==> config.mk <==
export PLATFORM = sky130hd
export DESIGN_NAME = seq_recognizer_param
export DESIGN_NICKNAME = d
export VERILOG_FILES = /design/src/rtl/seq_recognizer_param.sv
export SDC_FILE = /design/constraint.sdc
export NUM_CORES = 1
export LEC_CHECK = 0
export BUFFER_PORTS_ARGS = -buffer_cell sky130_fd_sc_hd__buf_2
export CORE_ASPECT_RATIO = 0.6
export CORE_MARGIN = 10
export CORE_UTILIZATION = 55
export CTS_BUF_LIST = sky130_fd_sc_hd__clkbuf_16
export CTS_CLUSTER_DIAMETER = 60
export DETAILED_ROUTE_END_ITERATION = 10
export GPL_ROUTABILITY_DRIVEN = 0
export PLACE_DENSITY = 0.78
export SLEW_MARGIN = 40
export SYNTH_ARGS = -nofsm -noshare
export SYNTH_HDL_FRONTEND = slang
export SYNTH_SLANG_ARGS = --single-unit
==> constraint.sdc <==
create_clock -name clock -period 6.7 [get_ports clock]
set_input_delay 0.335 -clock clock [delete_from_list [all_inputs] [get_ports clock]]
set_output_delay 0.335 -clock clock [all_outputs]
set_load 0.1 [all_outputs]
==> src/rtl/seq_recognizer_param.sv <==
// Serial pattern recognizer with a runtime-loaded pattern of up to MAX_LEN bits,
// overlapping or non-overlapping detection, and a saturating match counter.
module seq_recognizer_param #(
  parameter int MAX_LEN = 8,
  parameter int CNT_W   = 8
) (
  input  logic                           clock,
  input  logic                           reset,
  input  logic                           x,
  input  logic                           en,
  input  logic                           cfg_load,
  input  logic [MAX_LEN-1:0]             cfg_pattern,
  input  logic [$clog2(MAX_LEN+1)-1:0]   cfg_len,
  input  logic                           cfg_overlap,
  input  logic                           count_clr,
  output logic                           z,
  output logic [CNT_W-1:0]               match_count,
  output logic                           armed
);

  localparam int LW = $clog2(MAX_LEN+1);
  localparam logic [LW-1:0]    LenMax = LW'(MAX_LEN);
  localparam logic [CNT_W-1:0] CntMax = '1;

  logic [MAX_LEN-1:0] histQ, histD, histShift, lenMask, patQ, patD;
  logic [LW-1:0]      fillQ, fillD, fillInc, lenQ, lenD, cfgLenClamped;
  logic               ovlQ, ovlD, zQ, zD, match;
  logic [CNT_W-1:0]   cntQ, cntD;

  // Candidate history after a sample, and the match it would produce.
  always_comb begin
    histShift = {histQ[MAX_LEN-2:0], x};
    fillInc   = (fillQ == LenMax) ? fillQ : fillQ + LW'(1);
    for (int i = 0; i < MAX_LEN; i++) begin
      lenMask[i] = (i < int'(lenQ));
    end
    match = en && !cfg_load && (fillInc >= lenQ) &&
            (((histShift ^ patQ) & lenMask) == '0);
  end

  // A zero length makes no sense as a pattern, so it is treated as one bit.
  always_comb begin
    if (cfg_len == '0) begin
      cfgLenClamped = LW'(1);
    end else if (cfg_len > LenMax) begin
      cfgLenClamped = LenMax;
    end else begin
      cfgLenClamped = cfg_len;
    end
  end

  always_comb begin
    histD = histQ;
    fillD = fillQ;
    patD  = patQ;
    lenD  = lenQ;
    ovlD  = ovlQ;
    zD    = match;
    if (cfg_load) begin
      patD  = cfg_pattern;
      lenD  = cfgLenClamped;
      ovlD  = cfg_overlap;
      histD = '0;
      fillD = '0;
    end else if (en) begin
      histD = histShift;
      fillD = (match && !ovlQ) ? '0 : fillInc;
    end
  end

  // Counter clear still credits a match landing on the same edge.
  always_comb begin
    cntD = cntQ;
    if (match && (cntQ != CntMax)) begin
      cntD = cntQ + CNT_W'(1);
    end
    if (count_clr) begin
      cntD = match ? CNT_W'(1) : '0;
    end
  end

  always_ff @(posedge clock) begin
    if (reset) begin
      histQ <= '0;
      fillQ <= '0;
      patQ  <= '0;
      lenQ  <= LenMax;
      ovlQ  <= 1'b1;
      zQ    <= 1'b0;
      cntQ  <= '0;
    end else begin
      histQ <= histD;
      fillQ <= fillD;
      patQ  <= patD;
      lenQ  <= lenD;
      ovlQ  <= ovlD;
      zQ    <= zD;
      cntQ  <= cntD;
    end
  end

  assign z           = zQ;
  assign match_count = cntQ;
  assign armed       = (fillQ >= lenQ);

endmodule

==> flow_summary.ini <==
[finish]
num_antenna_cells = 0
fin_nets = 250
fin_cells = 263
syn2layout_area_growth_pct = 18.5
drive_gt1_frac = 0.167

[floorplanning]
die_y_um = 63.2
num_rows = 15
ioPinCount = 29
die_w_um = 92.1
coreArea_um2 = 2930
initial_core_util = 0.585
die-area_um2 = 5820

[critical_path]
r2r_cells = 11
cp.arrival_ps = 3430
start_kind = flip-flop
worst-path-stages = 11
crit_type = reg2reg
crit_path_max_fanout = 14
critPathMaxStageDelay_ps = 530
crit_slowest_cell = or4b_1
path_common_cell = ha_1
cp_cell_sequence = inv_1, ha_1, nand3_1, xnor2_1, ha_1, nand2b_1, a2111oi_0, or4b_1, or3b_4, or4_1, a21oi_1
worstPathRequired_ps = 6910
critPathCaptureType = flip-flop
critical_path.top_delay_family = simple AND/OR/NAND/NOR gates
worst-path-buf-inv = 1

[timing]
tns_ps = 0
slew_viol_final = 0
tightest_slew_ps = 493
hold_viol_final = 0
timing.fmax_mhz = 311
fin_crit_ps = 3220
final.setup.worst_slack_ps = 3480
maxSlewHeadroom = 0.674
final-setup-viol-count = 0
rsz0062_at_grt = false
fin_crit_sh = 0.480
skew_ps = 2.12

[drt]
firstDrtPassIters = 4
first_iter_violations = 96
drc = 0
routed_wl_um = 4290
viasPerCell = 5.66
ant_nets = 0
num_vias = 1489
routedWlPerCell_um = 16.3

[placement]
numPortBuffers = 28
pre_cts_ws_ps = 3530
placedCellCount = 255
dp_hpwl_um = 3190

[clock_network]
postCtsSetupBuffers = 0
hold_buffers = 0
root_buffer = clkbuf_16
cts_buffers = 5
cts_tree = done
cts_resized = 0
clk_path_buf_depth = 2
h-tree-depth = 2
cts_sinks = 33
clk_latency_ps = 270
clk_pin_slew_worst_paths_ps = 50

[logic_synthesis]
synth_nets = 223
postSynthCellCount = 193
synth.avg_cell_area_um2 = 8.88
synth_warnings = 0
async_flop_share = 0
synth_seq_area_share = 0.385
synthDistinctLibCells = 37
synth-edff-count = 0
ys_ff_latch = 33
ys.flop_type = dfxtp_1
syn_area_um2 = 1710

[power_and_ir_drop]
p_per_area_nw_per_um2 = 248
power_leakage_nw = 0.874
ir_drop_mv = 0.156

[min_path]
hold_class = in2reg
whs_path_depth = 3

[global_routing]
grt_pass1_wl_um = 7070
antenna_found_initial = 0
grt_pass1_vias = 1474
grt_usage = 0.146
grt_overflow_total = 0
grt_max_degree = 20

[run]
max_cap_viol_count = 0

[run_status]
status = completed
-- final cells by class --
cell class / count / area [um^2]
repair buffers: 28 / 140
flip-flops and latches: 33 / 661
fillers: 232 / 896
well taps: 42 / 52.6
clock inverters: 3 / 37.5
inverters: 8 / 30.0
multi-input cells: 144 / 986
clock buffers: 5 / 125
-- cell usage after synthesis (all sizes together), types with 2 or more instances --
library cell,instances,area [um^2]
mux2i,18,180
nand2b,4,25.0
nand2,11,41.3
a31oi,2,12.5
xor2,3,26.3
nor2,25,93.8
and2,3,18.8
dfxtp,33,661
buf,2,15.0
inv,8,30.0
or2,2,12.5
o32ai,3,26.3
o22ai,4,25.0
o21ai,9,45.0
nand3,7,35.0
or3,5,31.3
clkbuf,6,22.5
nand3b,2,15.0
or4,3,22.5
o211ai,2,15.0
xnor2,8,70.1
ha,11,138
a21oi,8,40.0
nor2b,2,12.5
-- power by group --
group / leakage (nW) / internal, mW / total, mW / switching [mW]
Sequential: 0.269 / 0.202 / 0.208 / 0.00580
Clock: 0.0826 / 0.172 / 0.252 / 0.0797
Combinational: 0.523 / 0.0190 / 0.0447 / 0.0257
-- final timing paths --
path,start,end,slack (ps)
max,fillQ[0]$_SDFFE_PP0P_,match_count[5]$_SDFFE_PP0P_,3480
min,cfg_overlap,ovlQ$_SDFFE_PP1P_,280
max reg2reg,fillQ[0]$_SDFFE_PP0P_,match_count[5]$_SDFFE_PP0P_,3480
min reg2reg,match_count[5]$_SDFFE_PP0P_,match_count[5]$_SDFFE_PP0P_,500
-- cell usage in the layout (no fill, tap or decap), drive strengths merged, types with 8 or more instances in the layout --
cell	n
dfxtp	33
buf	28
nor2	25
mux2i	18
nand2	11
ha	11
inv	9
o21ai	9
xnor2	8
a21oi	8
-- per-stage QoR --
step	hold WS (ps)	power, mW	instance area [um^2]	utilization
3_5_place_dp	482	0.255	1870	0.638
4_1_cts	282	0.506	2030	0.694
3_3_place_gp	468	0.253	1870	0.638
5_1_grt	301	0.521	2030	0.694
6_report	280	0.504	2030	0.694
2_1_floorplan	404	0.241	1710	-
-- sequential cells by signal, summed over array words and instances, names as in the netlist --
register,cells
fillQ,4
ovlQ,1
match_count,8
patQ,8
lenQ,4
z,1
histQ,7
-- per-layer routing --
metal / global-route usage / share of wire / up-vias
met5: 0 / 0 / -
met4: 0.0172 / 0.0040 / 0
met3: 0.0556 / 0.073 / 2
met2: 0.249 / 0.47 / 56
met1: 0.175 / 0.45 / 698
li1: - / - / 733
-- cell families after synthesis --
| logic type | count (synthesis) | share of synthesized area |
|---|---|---|
| compound gates | 33 | 0.120 |
| xor+xnor | 11 | 0.0562 |
| fa+ha+maj | 11 | 0.0803 |
| buf+inv | 16 | 0.0394 |
| flops | 33 | 0.385 |
| mux | 18 | 0.105 |
| simple gates | 71 | 0.214 |
-- worst register-to-register path, cell delays in order (launching register included) --
cell	delay (ps)
dfxtp_1	350
inv_1	150
ha_1	190
nand3_1	150
xnor2_1	170
ha_1	270
nand2b_1	100
a2111oi_0	90
or4b_1	530
or3b_4	500
or4_1	490
a21oi_1	150
Power figures use the tool's default switching activity.
